### src/rtl/keypad_pkg.sv
// Shared types for the matrix keypad scanner: geometry, key codes, press FSM states.
// Pure declarations; no timing or flow control of its own.
package keypad_pkg;

    localparam int NUM_ROWS = 4;
    localparam int NUM_COLS = 4;
    localparam int COL_W    = $clog2(NUM_COLS);

    typedef logic [3:0] key_code_t;

    typedef enum logic [1:0] {
        RELEASED,
        PRESS_CAND,
        PRESSED,
        REL_CAND
    } press_state_t;

    typedef enum logic [1:0] {
        FR_NONE,
        FR_SINGLE,
        FR_MULTI
    } frame_class_t;

    // One row vector per column, captured at the end of that column's window.
    typedef logic [NUM_COLS-1:0][NUM_ROWS-1:0] frame_t;

    function automatic logic [NUM_COLS-1:0] col_drive(input logic [COL_W-1:0] idx);
        return ~(NUM_COLS'(1) << idx);
    endfunction

endpackage

### src/rtl/keypad_scanner_if.sv
// Keypad-side signal bundle: column drive out, row sense in, accepted-key report out.
// The scanner owns the slave modport; the keypad/consumer side uses master.
interface keypad_scanner_if;
    import keypad_pkg::*;

    logic                enable;
    logic [NUM_ROWS-1:0] rows;
    logic [NUM_COLS-1:0] cols;
    key_code_t           key_code;
    logic                key_valid;
    logic                key_held;

    modport master (
        output enable,
        output rows,
        input  cols,
        input  key_code,
        input  key_valid,
        input  key_held
    );

    modport slave (
        input  enable,
        input  rows,
        output cols,
        output key_code,
        output key_valid,
        output key_held
    );

endinterface

### src/rtl/keypad_scanner_input_synchronizer.sv
// Two-flop synchronizer for asynchronous level inputs; 2 cycles latency, no backpressure.
// Synchronous active-low reset loads RESET_VAL into both stages.
module input_synchronizer #(
    parameter int               WIDTH     = 4,
    parameter logic [WIDTH-1:0] RESET_VAL = '1
) (
    input  logic             clk,
    input  logic             reset_n,
    input  logic [WIDTH-1:0] d_i,
    output logic [WIDTH-1:0] q_o
);

    logic [WIDTH-1:0] meta_q;
    logic [WIDTH-1:0] sync_q;

    always_ff @(posedge clk) begin
        if (!reset_n) begin
            meta_q <= RESET_VAL;
            sync_q <= RESET_VAL;
        end else begin
            meta_q <= d_i;
            sync_q <= meta_q;
        end
    end

    assign q_o = sync_q;

endmodule

### src/rtl/keypad_scanner.sv
// 4x4 keypad scanner: column scan, frame capture/classify, frame-debounced press FSM.
// Accept pulse lands 1 cycle after the frame is evaluated; no backpressure, one pulse per press.
module keypad_scanner
    import keypad_pkg::*;
#(
    parameter int SCAN_CYCLES     = 50000,
    parameter int DEBOUNCE_FRAMES = 3
) (
    input  logic           clk,
    input  logic           reset_n,
    keypad_scanner_if.slave kp
);

    localparam int CW = $clog2(SCAN_CYCLES);
    localparam int FW = $clog2(DEBOUNCE_FRAMES + 1);
    localparam logic [CW-1:0]    SCAN_LAST = CW'(SCAN_CYCLES - 1);
    localparam logic [FW-1:0]    DEB_TGT   = FW'(DEBOUNCE_FRAMES);
    localparam logic [FW-1:0]    CNT_ONE   = FW'(1);
    localparam logic [COL_W-1:0] COL_LAST  = COL_W'(NUM_COLS - 1);

    logic [NUM_ROWS-1:0] rows_sync;

    input_synchronizer #(
        .WIDTH     (NUM_ROWS),
        .RESET_VAL ({NUM_ROWS{1'b1}})
    ) u_rows_sync (
        .clk     (clk),
        .reset_n (reset_n),
        .d_i     (kp.rows),
        .q_o     (rows_sync)
    );

    // ---------------- column scan and frame capture ----------------
    logic             run_q, run_d;
    logic [CW-1:0]    scan_cnt_q, scan_cnt_d;
    logic [COL_W-1:0] col_idx_q, col_idx_d;
    frame_t           frame_q, frame_d;
    logic             frame_vld_q, frame_vld_d;
    logic             col_last;

    assign col_last = run_q && (scan_cnt_q == SCAN_LAST);

    always_comb begin
        run_d       = kp.enable;
        scan_cnt_d  = scan_cnt_q;
        col_idx_d   = col_idx_q;
        frame_d     = frame_q;
        frame_vld_d = 1'b0;
        if (!kp.enable) begin
            scan_cnt_d = '0;
            col_idx_d  = '0;
            frame_d    = '1;
        end else if (col_last) begin
            scan_cnt_d         = '0;
            col_idx_d          = col_idx_q + 1'b1;
            frame_d[col_idx_q] = rows_sync;
            frame_vld_d        = (col_idx_q == COL_LAST);
        end else if (run_q) begin
            scan_cnt_d = scan_cnt_q + 1'b1;
        end
    end

    always_ff @(posedge clk) begin
        if (!reset_n) begin
            run_q       <= 1'b0;
            scan_cnt_q  <= '0;
            col_idx_q   <= '0;
            frame_q     <= '1;
            frame_vld_q <= 1'b0;
        end else begin
            run_q       <= run_d;
            scan_cnt_q  <= scan_cnt_d;
            col_idx_q   <= col_idx_d;
            frame_q     <= frame_d;
            frame_vld_q <= frame_vld_d;
        end
    end

    // Columns are released whenever the scanner is not running, including the reset cycle.
    assign kp.cols = run_q ? col_drive(col_idx_q) : '1;

    // ---------------- frame classifier ----------------
    frame_class_t fr_class;
    key_code_t    fr_code;

    always_comb begin
        fr_class = FR_NONE;
        fr_code  = '0;
        for (int c = 0; c < NUM_COLS; c++) begin
            for (int r = 0; r < NUM_ROWS; r++) begin
                if (!frame_q[c][r]) begin
                    if (fr_class == FR_NONE) begin
                        fr_class = FR_SINGLE;
                        fr_code  = key_code_t'(r * NUM_COLS + c);
                    end else begin
                        fr_class = FR_MULTI;
                    end
                end
            end
        end
    end

    // ---------------- press FSM ----------------
    press_state_t state_q, state_d;
    key_code_t    cand_q, cand_d;
    key_code_t    key_code_q, key_code_d;
    logic [FW-1:0] cnt_q, cnt_d, cnt_inc;
    logic         key_valid_q, key_valid_d;
    logic         key_held_q, key_held_d;
    logic         is_cand, is_key;

    assign cnt_inc = (cnt_q == DEB_TGT) ? cnt_q : cnt_q + 1'b1;
    assign is_cand = (fr_class == FR_SINGLE) && (fr_code == cand_q);
    assign is_key  = (fr_class == FR_SINGLE) && (fr_code == key_code_q);

    always_ff @(posedge clk) begin
        if (!reset_n) begin
            state_q     <= RELEASED;
            cand_q      <= '0;
            cnt_q       <= '0;
            key_code_q  <= '0;
            key_valid_q <= 1'b0;
            key_held_q  <= 1'b0;
        end else if (!kp.enable) begin
            state_q     <= RELEASED;
            cand_q      <= '0;
            cnt_q       <= '0;
            key_valid_q <= 1'b0;
            key_held_q  <= 1'b0;
        end else begin
            state_q     <= state_d;
            cand_q      <= cand_d;
            cnt_q       <= cnt_d;
            key_code_q  <= key_code_d;
            key_valid_q <= key_valid_d;
            key_held_q  <= key_held_d;
        end
    end

    always_comb begin
        state_d = state_q;
        cand_d  = cand_q;
        cnt_d   = cnt_q;
        if (frame_vld_q) begin
            unique case (state_q)
                RELEASED: begin
                    if (fr_class == FR_SINGLE) begin
                        cand_d  = fr_code;
                        cnt_d   = CNT_ONE;
                        state_d = (DEBOUNCE_FRAMES <= 1) ? PRESSED : PRESS_CAND;
                    end
                end
                PRESS_CAND: begin
                    if (is_cand) begin
                        cnt_d = cnt_inc;
                        if (cnt_inc == DEB_TGT) state_d = PRESSED;
                    end else if (fr_class == FR_SINGLE) begin
                        cand_d = fr_code;
                        cnt_d  = CNT_ONE;
                    end else begin
                        state_d = RELEASED;
                    end
                end
                PRESSED: begin
                    if (!is_key) begin
                        cnt_d   = CNT_ONE;
                        state_d = (DEBOUNCE_FRAMES <= 1) ? RELEASED : REL_CAND;
                    end
                end
                REL_CAND: begin
                    // Only the held key can cancel a release; other keys count as release frames.
                    if (is_key) begin
                        state_d = PRESSED;
                    end else begin
                        cnt_d = cnt_inc;
                        if (cnt_inc == DEB_TGT) state_d = RELEASED;
                    end
                end
                default: state_d = RELEASED;
            endcase
        end
    end

    always_comb begin
        key_valid_d = frame_vld_q && (state_d == PRESSED) &&
                      ((state_q == RELEASED) || (state_q == PRESS_CAND));
        key_code_d  = key_valid_d ? cand_d : key_code_q;
        key_held_d  = (state_d == PRESSED) || (state_d == REL_CAND);
    end

    assign kp.key_code  = key_code_q;
    assign kp.key_held  = key_held_q;
    assign kp.key_valid = key_valid_q && kp.enable && reset_n;

endmodule

### src/flat_wrapper.sv
// flat-port wrapper written by rule: the top's interface ports become plain ports
module keypad_scanner_flat import keypad_pkg::*;
#(
    parameter int SCAN_CYCLES     = 50000,
    parameter int DEBOUNCE_FRAMES = 3
)
  (clk, reset_n, kp_enable, kp_rows, kp_cols, kp_key_code, kp_key_valid, kp_key_held);
  keypad_scanner_if kp_i ();
  input  logic clk;
  input  logic reset_n;
  input wire logic [$bits(kp_i.enable)-1:0] kp_enable;
  input wire logic [$bits(kp_i.rows)-1:0] kp_rows;
  output wire logic [$bits(kp_i.cols)-1:0] kp_cols;
  output wire logic [$bits(kp_i.key_code)-1:0] kp_key_code;
  output wire logic [$bits(kp_i.key_valid)-1:0] kp_key_valid;
  output wire logic [$bits(kp_i.key_held)-1:0] kp_key_held;
  assign kp_i.enable = kp_enable;
  assign kp_i.rows = kp_rows;
  assign kp_cols = kp_i.cols;
  assign kp_key_code = kp_i.key_code;
  assign kp_key_valid = kp_i.key_valid;
  assign kp_key_held = kp_i.key_held;
  keypad_scanner #(.SCAN_CYCLES(SCAN_CYCLES), .DEBOUNCE_FRAMES(DEBOUNCE_FRAMES)) u_core (.clk(clk), .reset_n(reset_n), .kp(kp_i));
endmodule
### config.mk
export PLATFORM = sky130hd
export DESIGN_NAME = keypad_scanner_flat
export DESIGN_NICKNAME = d
export VERILOG_FILES = /design/src/rtl/keypad_pkg.sv /design/src/rtl/keypad_scanner_if.sv /design/src/rtl/keypad_scanner_input_synchronizer.sv /design/src/rtl/keypad_scanner.sv /design/src/flat_wrapper.sv
export SDC_FILE = /design/constraint.sdc
export NUM_CORES = 1
export LEC_CHECK = 0
export CORE_MARGIN = 3
export CORE_UTILIZATION = 49
export DETAILED_ROUTE_END_ITERATION = 8
export PLACE_DENSITY = 0.72
export SLEW_MARGIN = 20
export SYNTH_ARGS = -nofsm -noshare
export SYNTH_HDL_FRONTEND = slang
export SYNTH_SLANG_ARGS = --single-unit
export TNS_END_PERCENT = 100
### constraint.sdc
create_clock -name clk -period 3.6 [get_ports clk]
set_clock_uncertainty 0.15 [all_clocks]
set_input_delay 0.54 -clock clk [delete_from_list [all_inputs] [get_ports clk]]
set_output_delay 0.54 -clock clk [all_outputs]
set_load 0.05 [all_outputs]
Word level (Yosys, flattened, before mapping)
Index checks and enable logic that the tools add are counted.
- register bits after elaboration: 58
- input port bits: 7
- word-level logic and storage cells: 154
- add/sub/neg operators: 3
- $lt $le $gt $ge: 2
- equal/unequal tests: 14
- shifts and indexed selects: 1
- muxes and demuxes: 84
- bitwise logic cells: 3
- reductions and logical operators: 31
- operators with widths (kind ; number):
    $mux W4 ; 34
    $mux W2 ; 43
    $logic_not A2 Y1 ; 16
    $add A16 B1 Y16 const B ; 1
    $bwmux W16 ; 1
    $eq A16 B16 Y1 const B ; 1
    $pmux W2 S4 ; 2
    $eq A2 B2 Y1 const B ; 7
    $demux W4 S2 ; 1
    $eq A4 B4 Y1 ; 2
    $logic_and A1 B1 Y1 ; 8
    $pmux W4 S2 ; 1
    $reduce_and A3 Y1 ; 2
    $add A2 B1 Y2 const B ; 2
    $eq A2 B1 Y1 const B ; 2
    $ne A2 B2 Y1 const B ; 2
    $not A4 Y4 ; 1
    $reduce_and A2 Y1 ; 2
    $shl A1 B2 Y4 const A ; 1
    $lt A2 B3 Y1 const B ; 1
    $mux W3 ; 1
    $reduce_or A3 Y1 ; 1
    $ge A2 B1 Y1 const B ; 1
    $logic_or A1 B1 Y1 ; 2
    other kinds (2) ; 3

Longest topological paths before layout
Gate-level depths: netlist of run 1.
- word-level depth: 55
- mapped depth: 15
- gate-level depth less buffers: 13

Modules after synthesis
From an unflattened synthesis of run 1, not the netlist that was laid out.
- cell total of the unflattened synthesis: 405
- area, all modules: 3338.2 µm²
- by module, submodules not included (module ; instances ; cells an instance ; area an instance (µm²)):
    keypad_scanner ; 1 ; 389 ; 3128.0
    input_synchronizer ; 1 ; 16 ; 210.2

Worst setup path after synthesis of run 1
No wires, ideal clock.
- path kind: register to register
- start point: register u_core.frame_q[0] in the netlist's numbering
- end point: register u_core.cand_q[3]
- setup time: 115 ps
- arrival time: 3258 ps
- slack: 77 ps
- cell stages (with the launch flop): 14
- buffers on the path: 1
- path through: dfxtp_1 inv_1 ha_1 buf_4 or3b_1 o311ai_2 o221a_4 nor2_2 a311oi_2 and3b_1 or3_1 nand2_2 mux2_1 and2_1
- cells in the longest elaborated chain, start to end: 51
- elaborated cells on any way between the ends: 83
- ends and longest elaborated chain (what ; line ; text):
    start: declaration ; keypad_scanner.sv:37 ; frame_t frame_q, frame_d;
    start signal: assignment ; keypad_scanner.sv:74 ; frame_q <= frame_d;
    $mux W1 (*) ; keypad_scanner.sv:91 ; if (!frame_q[c][r]) begin
    $logic_not A2 Y1 ; keypad_scanner.sv:92 ; if (fr_class == FR_NONE) begin
    $mux W2 ; keypad_scanner.sv:92 ;
    $mux W2 ; keypad_scanner.sv:91 ;
    $logic_not A2 Y1 ; keypad_scanner.sv:92 ;
    $mux W2 ; keypad_scanner.sv:92 ;
    $mux W2 ; keypad_scanner.sv:91 ;
    $logic_not A2 Y1 ; keypad_scanner.sv:92 ;
    (+35 left out) ; - ;
    $logic_not A2 Y1 ; keypad_scanner.sv:92 ;
    $mux W2 / $mux W4 (equally long branches) ; keypad_scanner.sv:92 ;
    $mux W2 / $mux W4 (equally long branches) ; keypad_scanner.sv:91 ;
    $eq A2 B1 Y1 / $eq A4 B4 Y1 (equally long branches) ; keypad_scanner.sv:113, keypad_scanner.sv:147, keypad_scanner.sv:157 ;
    $mux W4 / $logic_and A1 B1 Y1 (equally long branches) ; keypad_scanner.sv:147, keypad_scanner.sv:157, keypad_scanner.sv:113 ;
    $mux W4 ; keypad_scanner.sv:154 ; if (is_cand) begin
    $pmux W4 S2 (*) ; keypad_scanner.sv:145 ; unique case (state_q)
    $mux W4 (*) ; keypad_scanner.sv:144 ; if (frame_vld_q) begin
    end signal: assignment ; keypad_scanner.sv:132 ; cand_q <= cand_d;
    end: declaration ; keypad_scanner.sv:105 ; key_code_t cand_q, cand_d;
Mark *: on every way between the ends. The rest lies on a longest branch, timed or not.
A chain may end at the register's enable or synchronous reset.

Final worst setup path of run 1
- start point: register u_core.frame_q[1] in the netlist's numbering
- end point: register u_core.cand_q[3]
- cells in the longest elaborated chain, start to end: 48
- elaborated cells on any way between the ends: 79
- ends and longest elaborated chain (what ; line):
    $mux W2 ; keypad_scanner.sv:91
    $logic_not A2 Y1 ; keypad_scanner.sv:92
    $mux W2 ; keypad_scanner.sv:92
    $mux W2 ; keypad_scanner.sv:91
    $logic_not A2 Y1 ; keypad_scanner.sv:92
    $mux W2 ; keypad_scanner.sv:92
    $mux W2 ; keypad_scanner.sv:91
    $logic_not A2 Y1 ; keypad_scanner.sv:92
    (+32 left out) ; -
    $logic_not A2 Y1 ; keypad_scanner.sv:92
    $mux W2 / $mux W4 (equally long branches) ; keypad_scanner.sv:92
    $mux W2 / $mux W4 (equally long branches) ; keypad_scanner.sv:91
    $eq A2 B1 Y1 / $eq A4 B4 Y1 (equally long branches) ; keypad_scanner.sv:113, keypad_scanner.sv:147, keypad_scanner.sv:157
    $mux W4 / $logic_and A1 B1 Y1 (equally long branches) ; keypad_scanner.sv:147, keypad_scanner.sv:157, keypad_scanner.sv:113
    $mux W4 ; keypad_scanner.sv:154
    $pmux W4 S2 (*) ; keypad_scanner.sv:145
    $mux W4 (*) ; keypad_scanner.sv:144
Marks and branches as above.

==> results of run 1 <==
layout by cell type, fill, tap and decap left out, types with 3 or more instances in the layout:
master	instances
mux2i_1	25
xor2_1	10
nor2b_1	5
dfxtp_1	56
clkbuf_8	11
nand4_1	9
a21oi_1	12
inv_1	14
o21ai_0	10
clkbuf_1	3
a211oi_1	4
a21o_1	3
nand2_1	60
o21ai_1	4
ha_1	7
clkdlybuf4s50_1	16
buf_4	26
and4_1	4
nor2_1	27
nor4b_1	3
a21boi_2	3
and2_4	4
and2_1	8
xnor2_1	7
nand2b_1	13
and3_1	10
nand3_1	16
nand3b_1	3
nand4b_1	3
nor3_1	7
power groups by stage:
| stage | Combinational (mW) | Clock (mW) | Sequential [mW] |
|---|---|---|---|
| floorplan | 0.0179 | 0 | 0.663 |
| global placement | 0.0287 | 0 | 0.666 |
| detailed placement | 0.0293 | 0 | 0.666 |
| CTS | 0.0293 | 0.607 | 0.652 |
| global route | 0.0319 | 0.637 | 0.652 |
| finish | 0.0290 | 0.593 | 0.652 |
per-stage QoR:
| stage | TNS, ns | utilization (%) | instances | hold WS, ns | power (mW) |
|---|---|---|---|---|---|
| final | 0 | 61.30 | 548 | 0.2604 | 1.274 |
| after global routing | 0 | 61.30 | 548 | 0.2896 | 1.322 |
| after CTS | 0 | 59.56 | 547 | 0.2622 | 1.288 |
| after detailed placement | -0.3890 | 56.41 | 529 | 0.2476 | 0.6955 |
| after global placement | -0.1844 | 56.41 | 529 | 0.2412 | 0.6947 |
| after floorplan | 0 | - | 409 | 0.2363 | 0.6812 |
final timing paths:
kind                                                             end  depth (start not counted)  slack [ns]
worst max-delay path                     u_core.cand_q[3]$_SDFF_PN0_                         13        0.15
worst min register to register  u_core.u_rows_sync.q_o[0]$_SDFF_PN1_                          1        0.26
worst min-delay path            u_core.u_rows_sync.q_o[0]$_SDFF_PN1_                          1        0.26
worst max register to register           u_core.cand_q[3]$_SDFF_PN0_                         13        0.15
kinds of logic after synthesis:
logic type               Yosys count
flip-flops                        58
buffers and inverters             31
XOR/XNOR                          17
adder cells (fa/ha/maj)            9
AO/OA/AOI/OAI                     71
multiplexers                      27
AND/OR/NAND/NOR                  196
metal layers:
layer,global-route usage (%),up-vias
met1,26.46,1442
met5,0,-
met3,5.188,15
met4,8.036,0
met2,30.30,66
li1,-,1550
registers in the layout, summed over array words and instances, names as in the netlist, 2 cells and up:
register and count:
u_core.frame_q 16, u_core.scan_cnt_q 16, u_core.cand_q 4, u_core.kp.key_code 4, u_core.u_rows_sync.meta_q 4, u_core.u_rows_sync.q_o 4, u_core.cnt_q 2, u_core.col_idx_q 2
u_core.state_q 2
layout make-up:
type                            count  area (sq um)  share of cell area [%]
Inverter                           15         56.30                   1.344
Multi-Input combinational cell    320          2290                   54.68
Timing Repair Buffer               43         360.3                   8.605
Tap cell                           96         120.1                   2.868
Sequential cell                    58          1164                   27.79
Clock inverter                      2         35.03                  0.8366
Clock buffer                       14         162.7                   3.884
timing repair:
item	4_1_cts	5_1_grt
setup endpoints to repair	9	14
hold buffers	0	0
resized for setup	1	26
setup buffers	2	1
pin swaps	1	8
==> flow_summary_export.csv, run 1 <==
group,metric,value,unit
run_status,status,"finished, final reports clean",
logic_synthesis,yosysMostFrequentCell,"nand2_1",
critical_path,critPathRequiredTime,3.69,ns
cts,cts-buffers-inserted,9,
logic_synthesis,yosys_warnings,0,
detailed_routing,drtAntennaViolNets,0,
final_layout,num-fill-cells,570,
logic_synthesis,seq_area_frac_synth,33.47,%
floorplanning,die_w,90.15,microns
floorplanning,rows,30,
floorplanning,dieArea,8126,sq um
final_layout,fin_area,4188,sq um
detailed_routing,met1Wirelength,3892,microns
detailed_routing,top_layer,"met4",
critical_path,crit_family,"simple AND/OR/NAND/NOR gates",
cts,cts-htree-levels,3,
critical_path,r2r_start,"u_core.frame_q[1]$_SDFFE_PN1P_",
logic_synthesis,synth_area_per_cell,8.483,sq um
sta,tightest_slew,0.8129,ns
power_and_ir_drop,p_switching,0.2574,mW
logic_synthesis,ys_types,76,
critical_path,worst-setup-path-type,"reg2reg",
sta,rsz0062_at_grt,"false",
power_and_ir_drop,p_seq_share,51.2,%
place,pre_cts_slack,-0.08900,ns
sta,final_max_slew_viol_count,0,
cts,clockBufferDepth,2,
critical_path,path_buf_inv,2,
critical_path,cp.arrival,3.54,ns
logic_synthesis,synth_ff_type,"dfxtp_1",
logic_synthesis,synth_xor_area_share,4.291,%
sta,max_freq,0.2895,GHz
min_path,hp-start,"u_core.u_rows_sync.meta_q[0]$_SDFF_PN1_",
logic_synthesis,ys_ff_latch,58,
detailed_routing,wl,7778,microns
sta,period_needed,3.454,ns
sta,finalCritPeriodShare,95.94,%
grt,antenna_found_initial,0,
grt,grt_max_degree,25,
place,numPortBuffers,16,
logic_synthesis,synthMuxAreaShare,7.825,%
sta,hold_viol,0,
place,place_area,3854,sq um
critical_path,crit_chain,"inv_2 -> ha_4 -> or3b_4 -> o311ai_4 -> o221a_4 -> nor2_2 -> a311oi_2 -> buf_4 -> and3b_1 -> or3_4 -> nand2_4 -> mux2_4 -> and2_1",
power_and_ir_drop,p_int,1.017,mW
power_and_ir_drop,power_leakage,1.774,nW
place,place.gp.congestion,0.8787,
critical_path,crit_start,"u_core.frame_q[1]$_SDFFE_PN1P_",
logic_synthesis,synth_top_cell_by_area,"dfxtp_1",
detailed_routing,drtPass1Iterations,5,
floorplanning,die_h,90.15,microns
final_layout,n_antenna_cell,0,
job,maxCapViolCount,0,
final_layout,syn_to_final_growth,20.70,%
sta,finalSetupViolations,0,
critical_path,worstPathMaxFanout,6,
grt,grt_pass1_wl,13170,microns
grt,grt_pass1_vias,2827,
logic_synthesis,synth_area,3470,sq um
critical_path,cp-end-kind,"flop",
power_and_ir_drop,peakVddDrop,0.0002906,V
sta,relSlewSlack,45.39,%
logic_synthesis,yosys.area_share.adder,3.173,%
floorplanning,core,6832,sq um
logic_synthesis,yosys.area.top_type_share,33.47,%
cts,clk_pin_slew,0.06,ns
final_layout,layout.nets,462,
logic_synthesis,ys_async_sr_fraction,0,%
power_and_ir_drop,p_per_area,304.2,nW/um^2
logic_synthesis,synth_edf_count,0,
detailed_routing,met3_length,336,microns
min_path,hold_path_class,"reg2reg",
detailed_routing,routedWlPerCell,14.19,microns
cts,clock-root-buffer,"clkbuf_8",
logic_synthesis,synthSimpleGateAreaFrac,30.69,%
logic_synthesis,synth.area.top_cells,"dfxtp_1, mux2i_1, nand2_1, nor2_1, ha_1",
logic_synthesis,synth_top_family_by_area,"simple AND/OR/NAND/NOR gates",
detailed_routing,dr.first_iter.drc_count,139,
floorplanning,initial_core_util,50.79,%
logic_synthesis,synth.top_cells.by_count,"nand2_1, dfxtp_1, nor2_1",
power_and_ir_drop,swShare,20.21,%
critical_path,startpoint_type,"flop",
power_and_ir_drop,combPwrFrac,2.3,%
logic_synthesis,syn_inst,409,
critical_path,critPathMaxStageDelay,0.42,ns
detailed_routing,vias,3073,
detailed_routing,drc,0,
final_layout,drive_gt1_share,18.36,%
grt,groute.usage.overall,19.78,%
place,post-dp-hpwl,5670,microns
sta,setup_ws,0.1461,ns
cts,clk_latency,0.34,ns
cts,cts_sinks,58,
floorplanning,num_io_pins,17,
detailed_routing,via_per_inst,5.608,
detailed_routing,dr_wl_met2,3431,microns
critical_path,slowest_stage,"or3b_4",
power_and_ir_drop,p_clk_share,46.6,%
cts,cts_tree,"done",
logic_synthesis,syn-num-nets,424,
grt,grt-ovfl-total,0,
logic_synthesis,synth_compound_area_share,16.73,%
(Power assumes the default switching activity.)
==> run 2: changes to the inputs <==
--- a/config.mk
+++ b/config.mk
@@ -9,5 +9,5 @@
 export CORE_UTILIZATION = 49
 export DETAILED_ROUTE_END_ITERATION = 8
-export PLACE_DENSITY = 0.72
+export PLACE_DENSITY = 0.7
 export SLEW_MARGIN = 20
 export SYNTH_ARGS = -nofsm -noshare
==> constraint.sdc (replaced) <==
create_clock -name clk -period 3.6 [get_ports clk]
set_clock_uncertainty 0.15 [all_clocks]
set_input_delay 0.36 -clock clk [delete_from_list [all_inputs] [get_ports clk]]
set_output_delay 0.36 -clock clk [all_outputs]
set_load 0.05 [all_outputs]
==> run 2 against run 1 <==
Compared with the run above: register-to-register slack got worse by 0.07 ns; critical path type unchanged; critical endpoint is now u_core.kp.key_code[3]$_SDFFE_PN0P_; clock power barely moved; global-route usage barely moved; core utilization shrank 0.15 points; highest routed layer unchanged; die area did not move.
==> flow_summary_export.csv, run 2 (same netlist as run 1, synthesis figures left out) <==
group,metric,value,unit
cts,clk_latency,0.33,ns
power_and_ir_drop,swShare,20.07,%
final_layout,final_cell_mix,"nand2_1, dfxtp_1, nor2_1",
cts,clock-root-buffer,"clkbuf_8",
sta,period_needed,3.527,ns
power_and_ir_drop,p_switching,0.2553,mW
sta,fin_tns_setup,0,ns
place,place_area,3816,sq um
sta,relSlewSlack,47.17,%
floorplanning,core,6832,sq um
critical_path,cp-end-kind,"flop",
place,post-dp-hpwl,5691,microns
final_layout,n_antenna_cell,0,
grt,groute.usage.overall,19.74,%
floorplanning,dieArea,8126,sq um
final_layout,drive_gt1_share,17.30,%
cts,cts_tree,"done",
power_and_ir_drop,combPwrFrac,2.3,%
sta,finalCritPeriodShare,97.98,%
cts,clk_pin_slew,0.06,ns
place,pre_cts_slack,-0.05256,ns
sta,holdWs,0.2533,ns
critical_path,critPathRequiredTime,3.71,ns
detailed_routing,via_per_inst,5.835,
power_and_ir_drop,p_per_area,304.5,nW/um^2
cts,clockBufferDepth,2,
critical_path,crit_chain,"buf_4 -> ha_1 -> nand4b_1 -> a21boi_2 -> nand2_1 -> a311o_1 -> a311oi_4 -> nor3_2 -> nor4_1 -> a21oi_1 -> a22o_4 -> nor3_4 -> mux2i_1",
final_layout,syn_to_final_growth,20.41,%
sta,hold_viol,0,
cts,cts_sinks,58,
detailed_routing,routedWlPerCell,14.71,microns
detailed_routing,drtPass1Iterations,6,
floorplanning,num_io_pins,17,
critical_path,slowest_stage,"a311o_1",
final_layout,num-fill-cells,607,
power_and_ir_drop,p_seq_share,51.2,%
grt,grt_pass1_vias,2811,
detailed_routing,dr.first_iter.drc_count,230,
cts,cts-htree-levels,3,
floorplanning,die_w,90.15,microns
min_path,hold_path_class,"reg2reg",
critical_path,worstPathMaxFanout,5,
cts,cts-buffers-inserted,9,
final_layout,fin_area,4178,sq um
place,placed_cells,524,
grt,antenna_found_initial,0,
critical_path,critPathMaxStageDelay,0.34,ns
power_and_ir_drop,p_clk_share,46.5,%
sta,max_freq,0.2835,GHz
power_and_ir_drop,power_leakage,1.730,nW
floorplanning,die_h,90.15,microns
grt,grt_max_degree,25,
power_and_ir_drop,peakVddDrop,0.0002903,V
critical_path,crit_family,"compound AO/OA/AOI/OAI gates",
detailed_routing,drc,0,
critical_path,cp.arrival,3.63,ns
floorplanning,rows,30,
critical_path,path_buf_inv,1,
detailed_routing,drtAntennaViolNets,0,
final_layout,layout.nets,455,
power_and_ir_drop,total_power,1.272,mW
power_and_ir_drop,p_int,1.017,mW
final_layout,reg_top3,"u_core.frame_q: 16 flops, u_core.scan_cnt_q: 16 flops",
place,numPortBuffers,16,
sta,final_max_slew_viol_count,0,
floorplanning,initial_core_util,50.79,%
critical_path,worst-setup-path-type,"reg2reg",
sta,finalSetupViolations,0,
final_layout,final_common_cell,"nand2_1",
place,place.gp.congestion,0.8798,
final_layout,layout.cells.non_filler,541,
sta,tightest_slew,0.7864,ns
detailed_routing,vias,3157,
run_status,status,"finished, final reports clean",
final_layout,fin_util,61.15,%
critical_path,startpoint_type,"flop",
grt,grt-ovfl-total,0,
sta,setup_ws,0.07289,ns
detailed_routing,wl,7960,microns
job,maxCapViolCount,0,
grt,grt_pass1_wl,13280,microns
[run 2: per-layer routing]
layer / vias to the layer above / track usage, % / routed length [microns]
li1: 1531 / - / -
met1: 1490 / 28.50 / 3894
met2: 118 / 28.87 / 3426
met3: 18 / 3.515 / 484
met4: 0 / 8.163 / 155
met5: - / 0 / 0
[run 2: cell type report]
type	count	area (sq um)	area share, %
Sequential cell	58	1162	27.82
Tap cell	96	120.1	2.875
Timing Repair Buffer	36	310.3	7.427
Multi-Input combinational cell	320	2331	55.80
Inverter	15	56.30	1.348
Clock buffer	14	162.7	3.893
Clock inverter	2	35.03	0.8386
[run 2: worst register-to-register path, cell delays in order, from the launching register on]
cell	delay, ns
dfxtp_2	0.32
buf_4	0.13
ha_1	0.20
nand4b_1	0.25
a21boi_2	0.29
nand2_1	0.18
a311o_1	0.34
a311oi_4	0.32
nor3_2	0.11
nor4_1	0.32
a21oi_1	0.10
a22o_4	0.27
nor3_4	0.26
mux2i_1	0.23
[run 2: repair_timing]
item,CTS,global route
gates resized for setup,3,29
hold endpoints to repair,0,0
hold buffers,0,0
endpoints found under the setup margin,7,12
buffers inserted,0,1
pin swaps,2,11
[run 2: power by group through the flow]
stage          Combinational (mW)  Sequential, mW  Clock, mW
3_5_place_dp               0.0290           0.666          0
5_1_grt                    0.0315           0.652      0.643
3_3_place_gp               0.0284           0.666          0
6_report                   0.0287           0.652      0.592
4_1_cts                    0.0292           0.652      0.610
2_1_floorplan              0.0179           0.663          0
[run 2: path summary, 6_finish.rpt]
kind | start | endpoint | slack, ns | cells past startpoint
setup / recovery | u_core.frame_q[0]$_SDFFE_PN1P_ | u_core.kp.key_code[3]$_SDFFE_PN0P_ | 0.07 | 13
hold / removal | u_core.u_rows_sync.meta_q[0]$_SDFF_PN1_ | u_core.u_rows_sync.q_o[0]$_SDFF_PN1_ | 0.25 | 1
setup reg to reg | u_core.frame_q[0]$_SDFFE_PN1P_ | u_core.kp.key_code[3]$_SDFFE_PN0P_ | 0.07 | 13
hold reg to reg | u_core.u_rows_sync.meta_q[0]$_SDFF_PN1_ | u_core.u_rows_sync.q_o[0]$_SDFF_PN1_ | 0.25 | 1
==> run 3: changes to the inputs <==
Settings changed: CTS_CLUSTER_DIAMETER from default to 120, MAX_ROUTING_LAYER from default to met4.
==> run 3 against run 2 <==
Compared with the run above: wire length up 2.9%; die area unchanged; clock-buffer cell count shrank 2; worst setup slack better by 0.041 ns; cell count is 0.37% higher; sequential share of layout area shrank 0.053 points; sequential power about the same; core utilization is 0.18 points higher; highest routed layer unchanged; critical path depth rose by 1; via count is 1.3% lower; cell area is 0.30% higher.
==> flow_summary_export.csv, run 3 (same netlist as run 1, synthesis figures left out) <==
group,metric,value,unit
grt,grt_max_degree,25,
critical_path,worstPathMaxFanout,7,
final_layout,reg_top3,"u_core.frame_q: 16 flops, u_core.scan_cnt_q: 16 flops",
sta,period_needed,3.486,ns
place,numPortBuffers,16,
final_layout,n_antenna_cell,0,
power_and_ir_drop,power_leakage,1.756,nW
critical_path,cp_common_cell,"buf_4",
detailed_routing,drtAntennaViolNets,0,
cts,cts_sinks,58,
critical_path,worst-setup-path-type,"reg2reg",
cts,cts-htree-levels,3,
final_layout,final_common_cell,"nand2_1",
place,place.gp.congestion,0.9680,
place,post-dp-hpwl,5803,microns
cts,clockBufferDepth,2,
final_layout,syn_to_final_growth,20.77,%
sta,fin_tns_setup,0,ns
critical_path,crit_family,"simple AND/OR/NAND/NOR gates",
sta,max_freq,0.2868,GHz
power_and_ir_drop,peakVddDrop,0.0002598,V
floorplanning,num_io_pins,17,
sta,final_max_slew_viol_count,0,
cts,cts_hold_buf,0,
sta,finalCritPeriodShare,96.85,%
sta,hold_viol,0,
cts,cts-buffers-inserted,9,
critical_path,cp-end-kind,"flop",
critical_path,cp.arrival,3.60,ns
job,maxCapViolCount,0,
floorplanning,die_w,90.15,microns
floorplanning,rows,30,
sta,finalSetupViolations,0,
grt,grt_pass1_wl,13430,microns
floorplanning,die_h,90.15,microns
cts,cts_tree,"done",
place,place_area,3816,sq um
detailed_routing,drc,0,
grt,groute.usage.overall,20.49,%
min_path,hold_path_class,"reg2reg",
detailed_routing,via_per_inst,5.737,
critical_path,startpoint_type,"flop",
sta,tightest_slew,0.8233,ns
detailed_routing,vias,3115,
grt,grt_pass1_vias,2787,
critical_path,critPathRequiredTime,3.71,ns
detailed_routing,drtPass1Iterations,5,
floorplanning,initial_core_util,50.79,%
grt,grt-ovfl-total,0,
power_and_ir_drop,p_per_area,285.4,nW/um^2
final_layout,fin_area,4190,sq um
floorplanning,core,6832,sq um
final_layout,drive_gt1_share,18.79,%
final_layout,final_cell_mix,"nand2_1, dfxtp_1, nor2_1",
grt,antenna_found_initial,0,
critical_path,critPathMaxStageDelay,0.33,ns
cts,clock-root-buffer,"clkbuf_8",
cts,clk_latency,0.33,ns
run_status,status,"finished, final reports clean",
critical_path,crit_chain,"inv_1 -> ha_4 -> and4bb_4 -> and2_4 -> o221a_4 -> or2_4 -> o31ai_4 -> buf_4 -> and3b_1 -> or3_4 -> buf_4 -> nand3_1 -> nor3_4 -> mux2i_1",
detailed_routing,dr.first_iter.drc_count,223,
cts,clk_pin_slew,0.06,ns
detailed_routing,routedWlPerCell,15.09,microns
critical_path,path_buf_inv,3,
sta,relSlewSlack,44.69,%
final_layout,layout.nets,457,
floorplanning,dieArea,8126,sq um
detailed_routing,wl,8194,microns
final_layout,num-fill-cells,589,
critical_path,slowest_stage,"dfxtp_1",
-- run 3: cell types whose count changed in the layout (fill, tap and decap cells not counted), sizes merged --
cell,before,now
clkinvlp,0,3
buf,20,21
bufinv,1,0
clkbuf,14,13
-- run 3: final cells by class --
| type | count | area (sq um) | share of cell area, % |
|---|---|---|---|
| clock buffer | 12 | 145.1 | 3.464 |
| tap | 96 | 120.1 | 2.867 |
| timing repair buffer | 38 | 322.8 | 7.704 |
| multi-input combinational | 320 | 2355 | 56.20 |
| clock inverter | 4 | 27.53 | 0.6569 |
| inverter | 15 | 56.30 | 1.344 |
| sequential | 58 | 1164 | 27.77 |
-- run 3: worst register-to-register path: stages, from the launching register on --
cell and delay, ns:
dfxtp_1 0.33, inv_1 0.07, ha_4 0.29, and4bb_4 0.22
and2_4 0.19, o221a_4 0.29, or2_4 0.27, o31ai_4 0.31
buf_4 0.18, and3b_1 0.19, or3_4 0.16, buf_4 0.11
nand3_1 0.12, nor3_4 0.32, mux2i_1 0.22
-- run 3: path summary, 6_finish.rpt --
| check | startpoint | cells after the start | end | slack, ns |
|---|---|---|---|---|
| worst max-delay path | u_core.frame_q[0]$_SDFFE_PN1P_ | 14 | u_core.kp.key_code[3]$_SDFFE_PN0P_ | 0.11 |
| worst min-delay path | u_core.u_rows_sync.meta_q[2]$_SDFF_PN1_ | 1 | u_core.u_rows_sync.q_o[2]$_SDFF_PN1_ | 0.26 |
| worst max register to register | u_core.frame_q[0]$_SDFFE_PN1P_ | 14 | u_core.kp.key_code[3]$_SDFFE_PN0P_ | 0.11 |
| worst min register to register | u_core.u_rows_sync.meta_q[2]$_SDFF_PN1_ | 1 | u_core.u_rows_sync.q_o[2]$_SDFF_PN1_ | 0.26 |
-- run 3: timing repair --
item / in CTS / in global routing
pin swaps: 6 / 16
gates resized for setup: 7 / 29
setup endpoints to repair: 11 / 12
setup buffers: 0 / 3
-- run 3: per-layer routing --
layer	track usage, %	share of wire, %	vias up
li1	-	-	1541
met1	28.82	49	1451
met2	28.62	44	107
met3	4.268	5.3	16
met4	8.036	1.6	0
met5	-	0	-
-- run 3: through the flow --
| stage | worst slack, ns | hold WS, ns | power (mW) | utilization (%) | instances |
|---|---|---|---|---|---|
| 2_1_floorplan | 0.07705 | 0.2363 | 0.6812 | - | 409 |
| 3_3_place_gp | -0.02730 | 0.2390 | 0.6942 | 55.86 | 524 |
| 3_5_place_dp | -0.1134 | 0.2452 | 0.6948 | 55.86 | 524 |
| 4_1_cts | 0.005651 | 0.2628 | 1.211 | 58.92 | 540 |
| 5_1_grt | -0.01939 | 0.2806 | 1.244 | 61.34 | 543 |
| 6_report | 0.1135 | 0.2587 | 1.196 | 61.34 | 543 |
-- run 3: power breakdown --
| part | total, mW | internal [mW] | switching (mW) |
|---|---|---|---|
| registers | 0.652 | 0.647 | 0.00457 |
| clock network | 0.516 | 0.267 | 0.249 |
| logic | 0.0285 | 0.0125 | 0.0160 |
| total | 1.20 | 0.927 | 0.269 |
